## src/rtl/fpu_pkg.sv

```systemverilog
// Shared constants for the 16-bit FPU datapath: exponent limits, mantissa
// bit positions of the unnormalized working format, and FSM state codes.
package fpu_pkg;

    localparam int FP16_BIAS = 15;
    localparam int EXP_MAX   = 31;

    localparam int MANT_W   = 14;
    localparam int M_CARRY  = 13;
    localparam int M_HIDDEN = 12;
    localparam int M_LSB    = 2;
    localparam int M_GUARD  = 1;
    localparam int M_RND    = 0;

    // Working exponent is one bit wider than in_exp so a carry shift cannot wrap.
    localparam int EXP_W = 8;

    typedef logic [1:0] state_t;
    localparam state_t IDLE  = 2'd0;
    localparam state_t SHIFT = 2'd1;
    localparam state_t ROUND = 2'd2;
    localparam state_t DONE  = 2'd3;

endpackage

```

## src/rtl/fp16_round_rne.sv

```systemverilog
// Combinational round-to-nearest-even and binary16 packing of a normalized
// (or subnormal) working mantissa; shared with the multiply stage.
module fp16_round_rne
    import fpu_pkg::*;
(
    input  logic              s,
    input  logic [EXP_W-1:0]  e,
    input  logic [MANT_W-1:0] m,
    input  logic              st,
    output logic [15:0]       result,
    output logic              overflow,
    output logic              inexact
);

    logic        up;
    logic [11:0] sum;
    logic [8:0]  exp_f;
    logic [9:0]  frac;

    always_comb begin
        up       = m[M_GUARD] & (m[M_RND] | st | m[M_LSB]);
        sum      = {1'b0, m[M_HIDDEN:M_LSB]} + {11'd0, up};
        exp_f    = 9'd0;
        frac     = 10'd0;
        result   = 16'h0000;
        overflow = 1'b0;
        inexact  = m[M_GUARD] | m[M_RND] | st;

        if (sum[11]) begin
            exp_f = {1'b0, e} + 9'd1;
            frac  = 10'd0;
        end else begin
            // Hidden bit clear means subnormal; rounding into bit 10 makes it normal.
            exp_f = sum[10] ? {1'b0, e} : 9'd0;
            frac  = sum[9:0];
        end

        if (exp_f >= 9'(EXP_MAX)) begin
            result   = {s, 5'h1F, 10'h000};
            overflow = 1'b1;
        end else begin
            result = {s, exp_f[4:0], frac};
        end
    end

endmodule

```

## src/rtl/fp16_normalize_round.sv

```systemverilog
// Post-normalize and round stage: one normalization shift per cycle, then
// RNE rounding, with a single operation in flight behind valid/ready.
module fp16_normalize_round
    import fpu_pkg::*;
(
    input  logic        clk,
    input  logic        reset,
    input  logic        in_valid,
    output logic        in_ready,
    input  logic        in_sign,
    input  logic [6:0]  in_exp,
    input  logic [13:0] in_mant,
    input  logic        in_sticky,
    output logic        out_valid,
    input  logic        out_ready,
    output logic [15:0] out_result,
    output logic        out_overflow,
    output logic        out_inexact,
    output logic [1:0]  dbg_state
);

    // Handshake: a beat moves on either side only when valid and ready are both
    // high at a rising clk edge; out_valid holds with stable data until taken.

    state_t              state;
    logic [MANT_W-1:0]   m;
    logic [EXP_W-1:0]    e;
    logic                s;
    logic                st;

    logic [15:0]         rnd_result;
    logic                rnd_overflow;
    logic                rnd_inexact;

    assign in_ready  = (state == IDLE);
    assign out_valid = (state == DONE);
    assign dbg_state = state;

    fp16_round_rne u_round (
        .s        (s),
        .e        (e),
        .m        (m),
        .st       (st),
        .result   (rnd_result),
        .overflow (rnd_overflow),
        .inexact  (rnd_inexact)
    );

    always_ff @(posedge clk or posedge reset) begin
        if (reset) begin
            state        <= IDLE;
            m            <= '0;
            e            <= '0;
            s            <= 1'b0;
            st           <= 1'b0;
            out_result   <= 16'h0000;
            out_overflow <= 1'b0;
            out_inexact  <= 1'b0;
        end else begin
            case (state)
                IDLE: begin
                    if (in_valid) begin
                        s  <= in_sign;
                        e  <= (in_exp == 7'd0) ? 8'd1 : {1'b0, in_exp};
                        m  <= in_mant;
                        st <= in_sticky;
                        if (in_mant == '0 && !in_sticky) begin
                            out_result   <= {in_sign, 15'h0000};
                            out_overflow <= 1'b0;
                            out_inexact  <= 1'b0;
                            state        <= DONE;
                        end else begin
                            state <= SHIFT;
                        end
                    end
                end
                SHIFT: begin
                    if (m[M_CARRY]) begin
                        m     <= {1'b0, m[MANT_W-1:1]};
                        st    <= st | m[0];
                        e     <= e + 8'd1;
                        state <= ROUND;
                    end else if (!m[M_HIDDEN] && e > 8'd1) begin
                        m <= {m[MANT_W-2:0], 1'b0};
                        e <= e - 8'd1;
                    end else begin
                        state <= ROUND;
                    end
                end
                ROUND: begin
                    out_result   <= rnd_result;
                    out_overflow <= rnd_overflow;
                    out_inexact  <= rnd_inexact;
                    state        <= DONE;
                end
                DONE: begin
                    if (out_ready) state <= IDLE;
                end
                default: state <= IDLE;
            endcase
        end
    end

endmodule
```

## config.mk

```make
export PLATFORM = sky130hd
export DESIGN_NAME = fp16_normalize_round
export DESIGN_NICKNAME = d
export VERILOG_FILES = /design/src/rtl/fpu_pkg.sv /design/src/rtl/fp16_round_rne.sv /design/src/rtl/fp16_normalize_round.sv
export SDC_FILE = /design/constraint.sdc
export NUM_CORES = 1
export LEC_CHECK = 0
export CAP_MARGIN = 20
export CORE_AREA = 4 4 84 86
export CTS_CLUSTER_DIAMETER = 40
export DETAILED_ROUTE_END_ITERATION = 12
export DIE_AREA = 0 0 88 90
export GPL_ROUTABILITY_DRIVEN = 0
export PLACE_DENSITY = 0.76
export SETUP_SLACK_MARGIN = 0.3
export SLEW_MARGIN = 20
export SYNTH_ARGS = -nofsm -noshare
export SYNTH_HDL_FRONTEND = slang
export SYNTH_SLANG_ARGS = --single-unit
```

## constraint.sdc

```tcl
create_clock -name clk -period 2.4 [get_ports clk]
set_input_delay 0.36 -clock clk [delete_from_list [all_inputs] [get_ports clk]]
set_output_delay 0.36 -clock clk [all_outputs]
set_load 0.005 [all_outputs]
```

* Word level (Yosys, flattened, before mapping) *
Index checks and enable logic that the tools add are counted.

storage, ports and cells
  flip-flop bits (word level) = 44
  input port bits = 27
  output and inout port bits = 22
  logic and storage cells = 74

operators by class
  add/sub/neg operators = 4
  magnitude comparators = 2
  eq/ne operators = 9
  mux-type cells = 30
  bitwise operators = 5
  reduce and logical (&&, ||, !) cells = 15

operator list
  kind                                                                count
  2-to-1 mux 14 bit                                                   3
  2-to-1 mux 16 bit                                                   2
  2-to-1 mux 8 bit                                                    4
  case mux 16 bit (2 select lines)                                    1
  case mux 14 bit (2 select lines)                                    1
  case mux 8 bit (2 select lines)                                     1
  2-to-1 mux 15 bit                                                   1
  zero test 14 bit                                                    1
  adder 11 x 1 -> 12 bit                                              1
  AND reduction 3 bit                                                 4
  2-to-1 mux 10 bit                                                   1
  2-to-1 mux 2 bit                                                    5
  adder 8 x 1 -> 9 bit (second input constant)                        1
  greater-or-equal comparator 9 x 5 -> 1 bit (second input constant)  1
  2-to-1 mux 9 bit                                                    1
  adder 8 x 1 -> 8 bit (second input constant)                        1
  > comparator 8 x 1 -> 1 bit (second input constant)                 1
  case mux 2 bit (4 select lines)                                     1
  subtractor 8 x 1 -> 8 bit (second input constant)                   1
  zero test 7 bit                                                     1
  2-to-1 mux 7 bit                                                    1
  != test 3 bit (second input constant)                               2
  case mux 1 bit (2 select lines)                                     3
  2-to-1 mux 1 bit                                                    5
  11 further kinds                                                    21

* Logic depth before layout (Yosys ltp) *
  depth in word-level cells = 9
  depth in mapped cells = 11
  gate-level depth less buffers = 8

* Cells and area by module *
Synthesis repeated with hierarchy kept, for this count alone.

second synthesis, totals
  cells, all modules = 355
  area total of the unflattened synthesis = 3,303.2 um2

by module, submodules not included
  module                instances  cells an instance  area each (um2)
  fp16_normalize_round  1          252                2,587.5
  fp16_round_rne        1          103                715.7

* Worst setup path after synthesis *
OpenSTA, ideal clock, no wires.

  path kind = register -> register
  start point = reg m[1]
  end point = reg out_result[12]
  arrival = 2.196 ns
  required time = 2.279 ns
  path slack = 0.083 ns
  stages on the path, launching flop included = 10
  path through = dfrtp_1 -> clkbuf_1 -> and2_1 -> ha_1 -> a31oi_1 -> o31a_1 -> o32a_1 -> a21oi_4 -> o2111ai_1 -> a22o_1

on the way
  word-level cells in the longest chain between the ends = 7

RTL lines
  what                                        RTL line                    text
  from (decl)                                 fp16_normalize_round.sv:26  logic [MANT_W-1:0] m;
  from (signal assigned)                      fp16_normalize_round.sv:65  m <= in_mant;
  from (signal assigned)                      fp16_normalize_round.sv:79  m <= {1'b0, m[MANT_W-1:1]};
  from (signal assigned)                      fp16_normalize_round.sv:84  m <= {m[MANT_W-2:0], 1'b0};
  AND 1 bit *                                 fp16_round_rne.sv:21        up = m[M_GUARD] & (m[M_RND] | st | m[M_LSB]);
  adder 11 x 1 -> 12 bit *                    fp16_round_rne.sv:22        sum = {1'b0, m[M_HIDDEN:M_LSB]} + {11'd0, up};
  2-to-1 mux 8 bit                            fp16_round_rne.sv:34        exp_f = sum[10] ? {1'b0, e} : 9'd0;
  2-to-1 mux 9 bit *                          fp16_round_rne.sv:29        if (sum[11]) begin
  greater-or-equal comparator 9 x 5 -> 1 bit  fp16_round_rne.sv:38        if (exp_f >= 9'(EXP_MAX)) begin
  2-to-1 mux 15 bit *                         fp16_round_rne.sv:38
  case mux 16 bit (2 select lines) *          fp16_normalize_round.sv:60  case (state)
  to (signal assigned)                        fp16_normalize_round.sv:68  out_result <= {in_sign, 15'h0000};
  to (signal assigned)                        fp16_normalize_round.sv:91  out_result <= rnd_result;
  to (decl)                                   fp16_normalize_round.sv:16  output logic [15:0] out_result,

Every way passes the cells marked *; elsewhere a longest branch is shown, timed or not.
A chain may end at the register's enable or synchronous reset.

* Final worst setup path *
  start point = reg m[2]
  end point = reg out_overflow

on the way
  word-level cells in the longest chain between the ends = 8

RTL lines
  what                                          RTL line                    text
  OR 1 bit                                      fp16_round_rne.sv:21
  AND 1 bit                                     fp16_round_rne.sv:21
  adder 11 x 1 -> 12 bit *                      fp16_round_rne.sv:22
  2-to-1 mux 8 bit                              fp16_round_rne.sv:34
  2-to-1 mux 9 bit *                            fp16_round_rne.sv:29
  greater-or-equal comparator 9 x 5 -> 1 bit *  fp16_round_rne.sv:38
  2-to-1 mux 1 bit *                            fp16_round_rne.sv:38
  case mux 1 bit (2 select lines) *             fp16_normalize_round.sv:60
  to (signal assigned)                          fp16_normalize_round.sv:92  out_overflow <= rnd_overflow;
  to (decl)                                     fp16_normalize_round.sv:17  output logic out_overflow,

Marked as above.

==> results_dict.tcl <==
set metrics [dict create \
    drc_errors 0 \
    slew_viol_final 0 \
    synth_top_area_cell "dfrtp_1" \
    insertion_delay_ps 310 \
    end_kind "flop" \
    ant_nets 0 \
    holdWs_ps 490 \
    layout_common_cells "50 x nand2_1, 48 x clkdlybuf4s50_1, 41 x buf_4" \
    power_density_mw_per_mm2 1360 \
    crit_chain "and2_4, ha_4, nand2b_1, nor3_2, o32a_1, a21oi_4, buf_12, o21ai_2, a22o_1" \
    wirelength_um 8660 \
    synth_cell_type_count 68 \
    portBuffers 48 \
    vias_per_cell 6.07 \
    clock_sinks 44 \
    postSynthNetCount 394 \
    skew_ps 8.12 \
    grt_overflow_total 0 \
    fmaxAchievable_ghz 0.476 \
    dp_hpwl_um 5930 \
    dieArea_mm2 0.00792 \
    yosys-top-cells-area "dfrtp_1 36%, nand2_1 6.3%, a21oi_1 4.6%, o21ai_0 3.8%, a221o_1 3.6%" \
    max-slew-margin-rel_pct 61.7 \
    synth_cells 359 \
    final_layout_size_suffix_gt1_share_pct 23.4 \
    path_buf_inv 1 \
    synth_edf_count 0 \
    via_count 3108 \
    clockBufferDepth 2 \
    syn_area_per_cell_um2 8.43 \
    cp.arrival_ps 2300 \
    drv_cap 0 \
    syn_area_mm2 0.00303 \
    finalSetupViolCount 0 \
    dp_cells 484 \
    final_util_pct 67.1 \
    yosys_warnings 0 \
    die_w_um 88 \
    final_common_cell "nand2_1" \
    synth_flop_cell "dfrtp_1" \
    ios 49 \
    power_mw 5.74 \
    grt_max_degree 45 \
    die_h_um 90 \
    holdBufCountCts 0 \
    hold_class "reg -> reg" \
    peakVddDrop_uv 883 \
    htreeDepth 2 \
    cts-root-buf "clkbuf_8" \
    cp_slowest_cell "dfrtp_1" \
    tritoncts "done" \
    start_kind "flop" \
    cp_top_family "compound AO/OA/AOI/OAI gates" \
    place_ws_ps 119 \
    synth_seq_cells 44 \
    status "completed" \
    post_drt_wl_per_cell_um 16.9 \
    firstDrtPassIters 5 \
    final_area_mm2 0.00421 \
    rsz0062_at_grt "yes" \
    slowest_delay_ps 410 \
    p_leak_nw 1.67 \
    fin_ws_ps 299 \
    grt_pass1_wl_um 13300 \
    initial_utilization_pct 48.2 \
    cp_data_required_time_ps 2600 \
    grt_pass1_vias 2746 \
    layout-area-overhead-vs-synth_pct 39.2 \
    clk_pin_slew_ps 90 \
    synth_top_area_share_pct 36.4 \
    placed_cell_area_mm2 0.00371 \
    crit_type "reg -> reg" \
    critPathMaxFanout 7 \
    antennaDiodeCount 0 \
    grt_usage_pct 20.8 \
    nets 469 \
    cts_inserted_buffers 5 \
    final_cells 512 \
    async_flop_share_pct 100 \
    finalCriticalPeriod_ps 2100 \
    grt_antenna_before_repair 0 \
    worstMarginPinSlew_ps 575 \
    setup_tns_ps 0 \
    ys_seq_area_share_pct 36.4 \
    fin_crit_sh_pct 87.5 \
    drt-initial-drc-count 234 \
    hold_viol 0 \
    rows 29 \
    core_area_mm2 0.00628 \
]
==> report_power, final <==
group	switching, mW	internal, mW
clock network	0.281	0.314
logic	1.86	1.87
registers	0.335	1.09
total	2.47	3.27
==> per-layer routing <==
metal	up-vias	part of all wire (%)	track usage (%)
met5	-	0	0
met3	12	7.2	3.84
met2	134	48	31.5
met1	1481	43	30.0
li1	1481	-	-
met4	0	1.7	5.88
==> worst reg2reg max path, cell delays in order, from the launching register on <==
cell,delay (ps)
dfrtp_1,410
and2_4,190
ha_4,190
nand2b_1,130
nor3_2,100
o32a_1,390
a21oi_4,190
buf_12,150
o21ai_2,50
a22o_1,200
==> path summary, 6_finish.rpt <==
check                                     from  depth (start not counted)  slack, ps              to
worst min register to register  out_result[15]                          2        490  out_result[15]
worst max register to register            m[2]                          9        300    out_overflow
worst min-delay path            out_result[15]                          2        490  out_result[15]
max in group asynchronous                reset                          3       1460            e[1]
min in group asynchronous                reset                          3        510   out_result[6]
worst max-delay path                      m[2]                          9        300    out_overflow
==> cell usage after synthesis, types with 2 or more instances <==
cell / instances
a31oi_1: 3
mux2_2: 2
and3_1: 3
nand2b_1: 2
dfrtp_1: 44
o21bai_1: 2
a221o_1: 11
o21ai_1: 11
mux2i_1: 3
nor4_1: 8
and4_1: 6
nand3_1: 21
nor2b_1: 7
ha_1: 8
nand4_1: 2
nor2_1: 18
nor3_1: 9
and2_1: 3
o31ai_1: 3
nand2_1: 51
a21oi_1: 28
clkbuf_1: 18
xnor2_1: 6
o22ai_1: 6
buf_1: 2
o32a_1: 2
buf_2: 4
xor2_1: 4
buf_4: 3
o21ai_0: 23
inv_1: 8
a22o_1: 2
==> repair_timing <==
| action | CTS | global route |
|---|---|---|
| gates cloned | 0 | 4 |
| setup buffers | 2 | 14 |
| endpoints found under the hold margin | 0 | 0 |
| setup endpoints to repair | 20 | 37 |
| gates resized for setup | 9 | 33 |
| pin swaps | 0 | 12 |
==> layout make-up <==
cell class	count	area, um^2
inverters	8	30.0
well taps	77	96.3
flip-flops and latches	44	1110
repair buffers	96	906
clock inverters	3	46.3
fillers	484	2060
clock buffers	5	68.8
multi-input cells	279	1960
==> state kept, by name, indices dropped and copies added (netlist names) <==
name,flops
out_inexact,1
m,14
st,1
e,8
out_result,16
out_overflow,1
s,1
dbg_state,2
==> logic make-up after synthesis <==
logic type / count (synthesis) / synth area share [%]
buf+inv: 37 / 5.42
fa+ha+maj: 8 / 3.31
simple gates: 140 / 24.1
flops: 44 / 36.4
mux: 5 / 1.74
compound gates: 115 / 26.2
xor+xnor: 10 / 2.89
Note: power is estimated with default switching activity, not from simulation.
==> variant 1 (same flow settings) <==
Set the package constant `M_LSB` to 4 (it was 2).
--- a/src/rtl/fpu_pkg.sv
+++ b/src/rtl/fpu_pkg.sv
@@ -10,3 +10,3 @@
     localparam int M_HIDDEN = 12;
-    localparam int M_LSB    = 2;
+    localparam int M_LSB    = 4;
     localparam int M_GUARD  = 1;
Function: changed (a bounded check fails within 4 cycles, from zero or initial values and one cycle with reset high).
==> variant 1 against the unedited design <==
Combinational power decreased by 42%; final area decreased by 26%; area after synthesis decreased by 17%; maximum frequency increased by 4.6%; core utilization decreased by 17 points; sequential cell count decreased by 6; sequential power decreased by 5%; setup slack improved by 0.092 ns; final cell count decreased by 26%; total power decreased by 29%; non-clock buffer count decreased by 43; wire length decreased by 30%; critical path type unchanged; largest cell class unchanged; highest routed layer unchanged.
==> variant 1: results (changes against the unedited design) <==
stage,metric,value,unit,change
status,status,completed,,unchanged
placed_design,placed cell count,369,,was 484
worst_setup_path,worst reg2reg startpoint,dbg_state[0],,was m[2]
routing,DR vias/cell,5.65,,was 6.07
sta,clock skew,0.0130,ns,was 0.00812 ns
worst_setup_path,r2r endpoint,m[5],,was out_overflow
hold_path,HP Class,input port to asynchronous set/reset pin,,was flip-flop to flip-flop
grt,pin count of the biggest net entering global routing,39,,was 45
routing,Starting DRT DRC Count,123,,was 234
placed_design,Post-DP Area,2970,um^2,was 3710 um^2
worst_setup_path,Crit-path slowest cell,dfrtp_1,,unchanged
placed_design,Final HPWL DP,4.37,mm,was 5.93 mm
synthesis,Commonest cells post-synth,"38 x dfrtp_1, 22 x inv_1, 21 x mux2_2",,"was 51 x nand2_1, 44 x dfrtp_1, 28 x a21oi_1"
synthesis,sequential area share after synthesis,38.1,%,was 36.4%
grt,vias in the first global route,2050,,"was 2,746"
worst_setup_path,Worst Reg-to-Reg Cells,6,,was 9
clock_network,Max clock buf depth,2,,unchanged
grt,All-Layer GR Usage,15.6,%,was 20.8%
routing,Pre-Repair DR Iteration Count,4,,was 5
cells_and_area,nets,335,,was 469
placed_design,# port buffers,42,,was 48
synthesis,Yosys cell types,46,,was 68
synthesis,"top cells by area, synth","dfrtp_1 38%, mux2_2 9.5%, a221o_1 4.4%",,"was dfrtp_1 36%, nand2_1 6.3%, a21oi_1 4.6%"
grt,initial antenna violation count,0,,unchanged
clock_network,H-tree level count,2,,unchanged
cells_and_area,ANT cells,0,,unchanged
worst_setup_path,Worst path max stage delay,0.44,ns,was 0.41 ns
synthesis,syn_area_per_cell,9.65,um^2,was 8.43 um^2
pwr,Worst VDD drop,0.670,mV,was 0.883 mV
worst_setup_path,R2R Setup Slk,0.39,ns,was 0.30 ns
worst_setup_path,critical path's top delay family,multiplexers,,was compound AO/OA/AOI/OAI gates
pwr,Pleak,0.00132,uW,was 0.00167 uW
cells_and_area,layout cell share with drive strength beyond 1,17.3,%,was 23.4%
routing,Wirelength per Cell,16.1,um,was 16.9 um
worst_setup_path,CP arrival,2.20,ns,was 2.30 ns
grt,first-pass GRT wire length,10.0,mm,was 13.3 mm
sta,Worst Max-Slew Pin Slew,0.555,ns,was 0.575 ns
routing,routed vias,2135,,"was 3,108"
cells_and_area,biggest regs,"m (14), out_result (11), e (8)",,"was out_result (16), m (14), e (8)"
worst_setup_path,CP Max Fanout,13,,was 7
synthesis,Ys Warns,0,,unchanged
## variant 1: cell type report
class,instances,area (um^2)
Sequential cell,38,952
Clock buffer,5,68.8
Timing Repair Buffer,53,510
Inverter,22,82.6
Multi-Input combinational cell,180,1370
Clock inverter,3,45.0
Fill cell,593,3150
Tap cell,77,96.3
## variant 1: worst max-delay path by stage
stage                      start       endpoint  slack, ns
floorplan           dbg_state[0]  out_result[2]       0.33
global placement      in_mant[2]  out_result[2]       0.21
CTS                 dbg_state[0]  out_result[0]       0.34
finish              dbg_state[0]           m[5]       0.39
global route                e[0]           m[0]       0.30
detailed placement    in_mant[2]    out_inexact       0.17
## variant 1: cell families (layout without fill, tap and decap cells)
kind of cell	count (synthesis)	in the layout	share of synthesized area [%]
and+or+nand+nor	76	76	16.9
AOI/OAI and AO/OA	53	53	16.3
buffers and inverters	46	83	8.76
DFF	38	38	38.1
muxes	33	33	14.4
adders and majority gates	8	8	4.01
xor gates and xnor gates	4	4	1.40
other	1	6	0.150
## variant 1: power breakdown
group | switching, uW | internal [uW]
Combinational | 999 | 1140
Sequential | 419 | 934
Clock | 262 | 309
## variant 1: tightest hold or removal path, stage by stage
cell and delay (ns):
clkdlybuf4s50_1 0.39, inv_1 0.05, buf_4 0.41
## variant 1: metrics by stage
stage	power (uW)	hold slack (ns)	setup slack, ns	utilization (%)
floorplan	2750	0.470	0.334	-
global placement	3370	0.472	0.213	47.4
detailed placement	3420	0.479	0.167	47.4
CTS	4050	0.487	0.338	49.5
global route	4360	0.515	0.303	49.8
finish	4060	0.450	0.391	49.8
## variant 1: metal layers
layer	vias to the layer above	global-route usage, %	share of wire [%]
li1	1019	-	-
met1	1055	21.3	45
met2	55	24.5	49
met3	6	4.39	5.4
met4	0	3.45	0.87
met5	-	0	0
## variant 1: repair_timing
item,CTS,global route
hold buffers,0,0
buffers inserted,0,1
resized for setup,4,5
setup endpoints to repair,21,20
pin swaps,0,0
==> variant 2 (same flow settings) <==
Made on the original files. Register the output `dbg_state` once more, with the module's reset; this adds one clock of latency there. The other outputs are not delayed to match.
--- a/src/rtl/fp16_normalize_round.sv
+++ b/src/rtl/fp16_normalize_round.sv
@@ -36,3 +36,9 @@
     assign out_valid = (state == DONE);
-    assign dbg_state = state;
+    always_ff @(posedge clk or posedge reset) begin
+        if (reset) begin
+            dbg_state <= '0;
+        end else begin
+            dbg_state <= state;
+        end
+    end
 
Formal check against the unedited RTL: not equivalent (Yosys sat finds a counterexample within 4 cycles, from zero or initial values and one cycle with reset high).
==> variant 2 against the unedited design <==
Total power down 9.5%; area after synthesis down 4.8%; setup slack worse by 0.15 ns; sequential cell count up 2; count of clock-buffer cells in the layout unchanged; maximum frequency down 6.7%; die area unchanged; final area down 4.6%; wire length down 3.4%; critical path type unchanged; highest routed layer unchanged.
==> variant 2: results (changes against the unedited design) <==
stage,metric,value,unit,change
synthesis,Post-Synth Adder-Cell Area,3.47,%,was 3.31%
synthesis,Synthesized Nets,377,,was 394
hold_path,HP Class,input port to asynchronous set/reset pin,,was flip-flop to flip-flop
routing,Starting DRT DRC Count,209,,was 234
synthesis,ys async rst share,100,%,unchanged
grt,first-pass GRT wire length,13.9,mm,was 13.3 mm
placed_design,pre-CTS setup slack,-0.0904,ns,was 0.119 ns
sta,clock skew,0.00499,ns,was 0.00812 ns
status,status,completed,,unchanged
synthesis,Yosys cell types,51,,was 68
grt,All-Layer GR Usage,21.9,%,was 20.8%
clock_network,Clock transition at path regs,0.09,ns,about the same
worst_setup_path,worst reg2reg startpoint,m[2],,unchanged
synthesis,sequential area share after synthesis,39.9,%,was 36.4%
synthesis,xor/xnor share of the synthesized area,3.04,%,was 2.89%
worst_setup_path,Worst Reg-to-Reg Cells,6,,was 9
sta,Slew headroom,65.4,%,was 61.7%
placed_design,# port buffers,48,,unchanged
placed_design,placed cell count,478,,was 484
synthesis,share of the synthesized area in the top cell type,39.9,%,was 36.4%
pwr,Pleak,0.00167,uW,about the same
routing,Wirelength per Cell,16.8,um,was 16.9 um
synthesis,post-synthesis compound-gate area fraction,25.1,%,was 26.2%
worst_setup_path,CP arrival,2.45,ns,was 2.30 ns
clock_network,Max clock buf depth,2,,unchanged
synthesis,main flop type after synthesis,dfrtp_1,,unchanged
worst_setup_path,CP Max Fanout,5,,was 7
cells_and_area,ANT cells,0,,unchanged
clock_network,H-tree level count,2,,unchanged
routing,Pre-Repair DR Iteration Count,8,,was 5
routing,DR vias/cell,5.92,,was 6.07
placed_design,Final HPWL DP,5.88,mm,was 5.93 mm
pwr,Worst VDD drop,0.795,mV,was 0.883 mV
synthesis,Commonest cells post-synth,"53 x nand2_1, 46 x dfrtp_1, 38 x o21ai_0",,"was 51 x nand2_1, 44 x dfrtp_1, 28 x a21oi_1"
clock_network,CTS Buf Count,5,,unchanged
clock_network,clk root buf,clkbuf_8,,unchanged
worst_setup_path,R2R Setup Slk,0.15,ns,was 0.30 ns
placed_design,Post-DP Area,3650,um^2,was 3710 um^2
clock_network,Worst-Skew Late Latency,0.32,ns,
grt,pin count of the biggest net entering global routing,41,,was 45
synthesis,syn_area_per_cell,8.43,um^2,about the same
routing,routed vias,2956,,"was 3,108"
synthesis,mux share of post-synthesis cell area,1.48,%,was 1.74%
synthesis,"top cells by area, synth","dfrtp_1 40%, nand2_1 6.9%, o21ai_0 6.6%",,"was dfrtp_1 36%, nand2_1 6.3%, a21oi_1 4.6%"
cells_and_area,layout cell share with drive strength beyond 1,22.5,%,was 23.4%
cells_and_area,nets,456,,was 469
worst_setup_path,r2r endpoint,out_result[4],,was out_overflow
cells_and_area,biggest regs,"out_result (16), m (14), e (8)",,unchanged
variant 2: worst max-delay path, cell delays in order (launching register included):
cell      delay (ns)
dfrtp_1         0.44
nand4_4         0.16
or4_4           0.49
o21bai_4        0.15
or4b_4          0.53
o211ai_4        0.26
o31ai_1         0.11
variant 2: metrics by stage:
step	util, %	setup TNS, ns	hold WS [ns]
floorplan	-	0	0.405
global placement	58.1	-0.960	0.453
detailed placement	58.1	-0.783	0.447
CTS	62.3	0	0.250
global route	64.0	0	0.269
finish	64.0	0	0.238
variant 2: kinds of logic after synthesis:
| logic type | Yosys count |
|---|---|
| simple gates | 127 |
| compound gates | 111 |
| buf+inv | 36 |
| fa+ha+maj | 8 |
| flops | 46 |
| mux | 4 |
| xor+xnor | 10 |
variant 2: power breakdown:
part | internal, uW | leakage (uW) | switching (uW)
Sequential | 1130 | 0.000576 | 330
Clock | 310 | 0.0000504 | 296
Combinational | 1450 | 0.00104 | 1680
Total | 2880 | 0.00167 | 2310
variant 2: worst max-delay path by stage:
stage	from	slack [ns]	cells after the start	to
final	m[2]	0.15	6	out_result[4]
after global routing	m[2]	0.08	6	out_result[0]
after CTS	m[2]	0.17	6	out_result[2]
after detailed placement	in_mant[9]	-0.09	7	out_result[2]
after global placement	in_mant[9]	-0.07	8	out_result[12]
after floorplan	m[9]	0.08	6	out_result[2]
variant 2: timing repair:
item,CTS,global route
endpoints found under the setup margin,32,40
buffers inserted,6,6
pin swaps,16,5
hold buffers,0,0
gates cloned,1,0
resized for setup,21,15
variant 2: final cells by class:
type	count	area, um^2
multi-input cells	261	1770
well taps	77	96.3
fillers	522	2260
clock buffers	5	68.8
clock inverters	3	45.0
inverters	10	37.5
flip-flops and latches	46	1150
repair buffers	97	851
variant 2: metal layers:
metal,wire length (um),global-route usage (%),up-vias
met4,196,9.46,0
met2,3930,34.5,130
li1,-,-,1420
met5,0,0,-
met1,3580,28.3,1385
met3,658,5.39,21
